## config.mk

```make
export PLATFORM = sky130hd
export DESIGN_NAME = mult_wrapper
export DESIGN_NICKNAME = d
export VERILOG_FILES = /design/src/rtl/mult_pkg.sv /design/src/rtl/hpam_mul8.sv /design/src/rtl/mult_wrapper.sv
export SDC_FILE = /design/constraint.sdc
export NUM_CORES = 1
export LEC_CHECK = 0
export CAP_MARGIN = 20
export CORE_MARGIN = 2
export CORE_UTILIZATION = 60
export DETAILED_ROUTE_END_ITERATION = 8
export PLACE_DENSITY = 0.86
export SLEW_MARGIN = 20
export SYNTH_ARGS = -nofsm -noshare
export SYNTH_HDL_FRONTEND = slang
export SYNTH_SLANG_ARGS = --single-unit
```

## constraint.sdc

```tcl
create_clock -name clk -period 12.8 [get_ports clk]
set_clock_uncertainty 0.2 [all_clocks]
set_input_delay 1.92 -clock clk [delete_from_list [all_inputs] [get_ports clk]]
set_output_delay 1.92 -clock clk [all_outputs]
set_load 0.03 [all_outputs]
```

## src/rtl/mult_pkg.sv

```systemverilog
// Shared widths and defaults for the approximate 8x8 multiplier.
// Imported by the core and the wrapper.
package mult_pkg;
   localparam int OPER_W = 8;
   localparam int PROD_W = 16;
   localparam int APPROX_COLS_DEF = 4;
endpackage

```

## src/rtl/hpam_mul8.sv

```systemverilog
// Combinational 8x8 approximate multiplier: exact upper columns,
// OR-compressed lower columns with no carry into the exact part.
module hpam_mul8
   import mult_pkg::*;
#(
   parameter int APPROX_COLS = APPROX_COLS_DEF
) (
   input  logic [OPER_W-1:0] a,
   input  logic [OPER_W-1:0] b,
   output logic [PROD_W-1:0] p
);

   localparam logic [PROD_W-1:0] LO_MASK =
      PROD_W'((32'd1 << APPROX_COLS) - 32'd1);

   logic [PROD_W-1:0] row [OPER_W];
   logic [PROD_W-1:0] acc [OPER_W+1];
   logic [PROD_W-1:0] lo  [OPER_W+1];

   assign acc[0] = '0;
   assign lo[0]  = '0;

   // Row i holds pp[i][j] at bit i+j; columns split by LO_MASK.
   for (genvar i = 0; i < OPER_W; i++) begin : g_row
      assign row[i] =
         PROD_W'(a & {OPER_W{b[i]}}) << i;
      assign acc[i+1] = acc[i] + (row[i] & ~LO_MASK);
      assign lo[i+1]  = lo[i] | (row[i] & LO_MASK);
   end

   // Upper sum has zero low bits, so OR is the carry-free add.
   assign p = acc[OPER_W] | lo[OPER_W];

endmodule

```

## src/rtl/mult_wrapper.sv

```systemverilog
// Two-stage pipelined approximate multiplier: registered operands,
// combinational core, registered product. No handshake.
module mult_wrapper
   import mult_pkg::*;
#(
   parameter int APPROX_COLS = APPROX_COLS_DEF
) (
   input  logic              clk,
   input  logic              reset,
   input  logic [OPER_W-1:0] inA,
   input  logic [OPER_W-1:0] inB,
   output logic [PROD_W-1:0] Y
);

   logic [OPER_W-1:0] inA_q;
   logic [OPER_W-1:0] inB_q;
   logic [PROD_W-1:0] p;

   always_ff @(posedge clk) begin
      if (reset) begin
         inA_q <= '0;
         inB_q <= '0;
         Y     <= '0;
      end else begin
         inA_q <= inA;
         inB_q <= inB;
         Y     <= p;
      end
   end

   hpam_mul8 #(
      .APPROX_COLS(APPROX_COLS)
   ) u_core (
      .a(inA_q),
      .b(inB_q),
      .p(p)
   );

endmodule

```

Word level (Yosys, flattened, before mapping):

Index checks and enable logic that the tools add are counted.

* bitwise operators: 12
* $add $sub $neg: 7

Operators with widths (number)
* adder 16 bit: 5
* AND 8 bit: 8
* bitwise OR 16 x 4 -> 16 bit: 2
* adder 16 x 11 -> 16 bit: 1
* adder 16 x 15 -> 16 bit: 1
* bitwise OR 16 bit: 1
* bitwise OR 4 bit: 1

* bits in registers: 32
* input bits: 18
* output and inout port bits: 16
* word-level logic and storage cells: 22

Longest topological paths before layout:

* depth in word-level cells: 9
* mapped depth: 14
* mapped depth without buffers: 14

By module:

Synthesis repeated with hierarchy kept, for this count alone.

* cells, all modules: 262
* area total of the unflattened synthesis: 2486.1 um^2

Modules (own cells, without submodules)
* hpam_mul8: area each 1622.8 um^2, times used 1, cells each 195, seq. area each 0.0 um^2
* mult_wrapper: area each 863.3 um^2, times used 1, cells each 67, seq. area each 640.6 um^2

Worst setup path after synthesis:

OpenSTA, ideal clock, no wires.

* kind: reg2reg
* start point: register inA_q[1]
* end point: register Y[12]
* setup slack: 8.694 ns
* library setup time: 0.079 ns
* buffers on the path: 0
* required time: 12.521 ns
* arrival: 3.828 ns
* period minus slack after synthesis: 4.106 ns
* cell stages (with the launch flop): 13
* path through: dfxtp_1 and2_1 fa_1 fa_1 fa_1 inv_1 fa_1 inv_1 ha_1 a211oi_1 nor2_1 or4_1 o211ai_1

* cells in the longest elaborated chain, start to end: 7
* elaborated cells on any way between the ends: 11
* those cells by class: 5 x add/sub; 6 x bitwise

Ends and longest elaborated chain
* from (decl): RTL line mult_wrapper.sv:15 `logic [OPER_W-1:0] inA_q;`
* from (signal assigned): RTL line mult_wrapper.sv:25 `inA_q <= inA;`
* AND 8 bit: RTL line hpam_mul8.sv:26 `PROD_W'(a & {OPER_W{b[i]}}) << i;`
* adder 16 x 11 -> 16 bit: RTL line hpam_mul8.sv:27 `assign acc[i+1] = acc[i] + (row[i] & ~LO_MASK);`
* adder 16 bit (3 in series): RTL line hpam_mul8.sv:27
* adder 16 x 15 -> 16 bit (*): RTL line hpam_mul8.sv:27
* bitwise OR 16 bit (*): RTL line hpam_mul8.sv:32 `assign p = acc[OPER_W] | lo[OPER_W];`
* to (signal assigned): RTL line mult_wrapper.sv:27 `Y <= p;`
* to (decl): RTL line mult_wrapper.sv:12 `output logic [PROD_W-1:0] Y`

Every way passes the cells marked *; elsewhere a longest branch is shown, timed or not.
A chain may end at the register's enable or synchronous reset.

Worst setup path after layout:

* start point: register inA_q[0]
* end point: register Y[15]

* cells in the longest elaborated chain, start to end: 6
* elaborated cells on any way between the ends: 9
* those cells by class: 4 x add/sub; 5 x bitwise

Ends and longest elaborated chain (RTL line)
* AND 8 bit: hpam_mul8.sv:26
* adder 16 bit (3 in series): hpam_mul8.sv:27
* adder 16 x 15 -> 16 bit (*): hpam_mul8.sv:27
* bitwise OR 16 bit (*): hpam_mul8.sv:32

Marked as above.

==> out/results.env <==
STATUS='completed'
NUM_VIAS=1780
GROUTE.LAYER.MET1.USAGE=0.2882
YS_TYPES=31
WORSTHOLDPATHTYPE='flop to flop'
CTS_HTREE_LEVELS=2
ROUTED_WIRELENGTH_UM=4556
CATEGORY_OF_THE_CRITICAL_SETUP_TIMING_PATH='flop to flop'
ANT_NETS=0
CLOCK_LATENCY_PS=290
POST_CTS.RESIZED_INSTANCES=0
CRITICAL_PATH_ARRIVAL_PS=4440
POST-SYNTH-TOP-AREA-FRACTION=0.2730
RATIO_OF_CELLS_WITH_DRIVE_ABOVE_1_IN_THE_FINAL_LAYOUT=0.03484
ROUTE.DETAILED.DRC=0
GRT-OVFL-TOTAL=0
NUMBER_OF_CLOCK_BUFFERS_INSERTED_BY_TRITONCTS=5
POST_LAYOUT_NONFILLER_INSTANCES=337
SYNTH-WARNING-COUNT=0
SYNTHESIS.AREA_UM2=2494
PROPORTION_OF_REGISTER_BITS_WITH_ASYNCHRONOUS_SET_OR_RESET_AFTER_SYNTHESIS=0
CRITICAL_PATH_ENDPOINT_CATEGORY='flop'
CTS_TREE='built'
CP.REQUIRED_PS=12820
POSTCTSSETUPREPAIRBUFS=0
STATIC-LEAKAGE-POWER_uW=0.001415
GLOBAL_ROUTE_WIRE_LENGTH_BEFORE_REPAIR_UM=7631
SYNTH.NET_COUNT=325
FP.DIEW_UM=68.47
HOLD_VIOLATION_COUNT_IN_THE_FINAL_REPORT=0
GRTUSAGEMET3=0.04770
NETS=362
GRT_SETUP_UNREPAIRED='false'
SETUP.WORST_PATH.START_CLASS='flop'
DIEAREA_UM2=4687
TIMING.FMAX_MHz=226.3
CELLPOWERDENSITY_nW_PER_UM2=91.90
PLACEABLECOREAREA_UM2=4000
DR.FIRST_ITER.DRC_COUNT=69
CLOCK-SINKS=32
ANTENNA_FOUND_INITIAL=0
PATH_CLK_SLEW_PS=70
FINALSETUPTNS_PS=0
DIE_BOUNDARY_HEIGHT_UM=68.47
TIMING.MAX_SLEW.REL_SLACK=0.7587
GRT_USE_MET2=0.3762
STARTING_DENSITY=0.6234
SYNTH-EDFF-COUNT=0
HOLD_BUFFERS=0
SYNTH_TOP_CELL_BY_AREA='sky130_fd_sc_hd__fa_1'
ANTENNA-DIODE-COUNT=0
FIN_CRIT_SH=0.3452
PLACED_CELLS_INCL_TAPS=329
DRV_SLEW=0
IO_PINS=34
SYNTH_FF_TYPE='sky130_fd_sc_hd__dfxtp_1'
CORE.ROWCOUNT=23
VDD_DROP_MAX_mV=0.07112
DETAILEDROUTE.FIRSTPASSITERATIONCOUNT=4
CTS_ROOT_BUF='sky130_fd_sc_hd__clkbuf_8'
LAYOUT_MIN_CYCLE_TIME_PS=4418
ROUTE.DETAILED.VIAS_PER_INST=5.282
WORSTMARGINPINSLEW_PS=362.0
FINAL_CELL_UTILIZATION_OF_THE_CORE=0.7466
CTSLONGESTPATHBUFFERS=2
DRT-WIRELENGTH-PER-CELL_UM=13.52
MAXCAPVIOLCOUNT=0
TRACK_USAGE=0.2240
AREA_GROWTH_PCT=19.77
SETUP_VIOL=0
TOTALPOWERFINAL_uW=274.5
PATH_MAX_FANOUT=8
FINAL_WEIGHTED_CONGESTION_OF_ROUTABILITY_DRIVEN_GLOBAL_PLACEMENT=0.8247
GRT_START_MAX_NET_PINS=37
VIAS_IN_THE_FIRST_GLOBAL_ROUTE=1769
SYNTH.AREA.TOP_CELLS='sky130_fd_sc_hd__fa_1 (27%), sky130_fd_sc_hd__dfxtp_1 (26%), sky130_fd_sc_hd__ha_1 (12%)'
SYNTH_SEQ_CELLS=32
NUMPORTBUFFERS=33
YOSYSSEQAREASHARE=0.2569
SYN_AREA_PER_CELL_UM2=10.01
GRT-BUSIEST-LAYER='met2'
SYNTH_CELLS=249
DETAILED_PLACE_HPWL_UM=3412
## cell usage in the layout (no fill, tap or decap), drive strengths merged
master	synthesis	routed
and2	40	40
nor3b	1	1
buf	0	1
a31o	1	1
or3	2	2
o21ai	3	3
a21oi	5	5
clkbuf	4	6
a222oi	1	1
mux2	1	1
nand4	1	1
nand3	1	1
nor4b	1	1
ha	24	24
o21a	1	1
nor2	10	10
clkdlybuf4s50	0	33
or2b	1	1
clkinv	0	1
a21o	3	3
nand2	17	17
dfxtp	32	32
xnor2	3	3
inv	28	28
a211oi	2	2
or4	1	1
or3b	1	1
a22oi	3	3
nor2b	22	22
nor3	4	4
o22ai	1	1
bufinv	0	1
o211ai	1	1
fa	34	34
## stage by stage
| stage | hold slack, ps | setup slack [ps] | area (um2) |
|---|---|---|---|
| 2_1_floorplan | 276.2 | 8694 | 2494 |
| 3_3_place_gp | 333.7 | 8444 | 2879 |
| 3_5_place_dp | 347.5 | 8369 | 2879 |
| 4_1_cts | 356.4 | 8360 | 2987 |
| 5_1_grt | 379.5 | 8217 | 2987 |
| 6_report | 363.7 | 8382 | 2987 |
## worst max-delay path: stages (launching register included)
cell and delay, ps:
sky130_fd_sc_hd__dfxtp_1 500, sky130_fd_sc_hd__and2_1 200, sky130_fd_sc_hd__fa_1 450, sky130_fd_sc_hd__fa_1 530, sky130_fd_sc_hd__fa_1 520, sky130_fd_sc_hd__fa_1 500, sky130_fd_sc_hd__ha_1 260, sky130_fd_sc_hd__fa_1 420
sky130_fd_sc_hd__nand3_1 170, sky130_fd_sc_hd__a21oi_1 100, sky130_fd_sc_hd__or3_1 370, sky130_fd_sc_hd__a21oi_1 130
## layout make-up
cell class | instances | area [um2]
inverter | 28 | 105.1
tap | 50 | 62.56
multi-input combinational | 185 | 1733
fill | 297 | 1013
sequential | 32 | 640.6
clock buffer | 6 | 72.57
timing repair buffer | 34 | 337.8
clock inverter | 2 | 35.03
## logic make-up (layout without fill, tap and decap cells)
| kind of cell | Yosys count | in the layout | share of synthesized area |
|---|---|---|---|
| AO/OA/AOI/OAI | 21 | 21 | 0.05670 |
| XOR/XNOR | 3 | 3 | 0.01054 |
| adder cells (fa/ha/maj) | 58 | 58 | 0.3934 |
| buffers and inverters | 32 | 70 | 0.04817 |
| flip-flops | 32 | 32 | 0.2569 |
| multiplexers | 1 | 1 | 0.004515 |
| AND/OR/NAND/NOR | 102 | 102 | 0.2298 |
## where the power goes
group          switching, uW  total [uW]  leakage (uW)  internal [uW]
combinational           33.7        64.8       0.00110           31.1
clock                   38.7        96.4     0.0000552           57.7
sequential              6.56         113      0.000264            107
total                   78.9         274       0.00141            196
## flip-flops by register name, summed over array words and instances (netlist names)
signal,cells
Y,16
inB_q,8
inA_q,8
## Yosys cell counts (all sizes together) (2+ instances only)
master   n
nor2b   22
a21oi    5
a211oi   2
clkbuf   4
nand2   17
a21o     3
a22oi    3
fa      34
o21ai    3
nor3     4
inv     28
nor2    10
or3      2
and2    40
dfxtp   32
ha      24
xnor2    3
## final timing paths
kind / from / to / slack (ps) / depth (start not counted)
worst max-delay path: inA_q[0] / Y[15] / 8380 / 11
worst min-delay path: inB_q[0] / Y[0] / 360 / 2
worst max register to register: inA_q[0] / Y[15] / 8380 / 11
worst min register to register: inB_q[0] / Y[0] / 360 / 2
## layer usage
layer  vias up  wire [um]
met2        39       2369
li1        863          -
met5         -          0
met4         0         46
met1       874       1976
met3         4        163
Note: power is estimated with default switching activity, not from simulation.
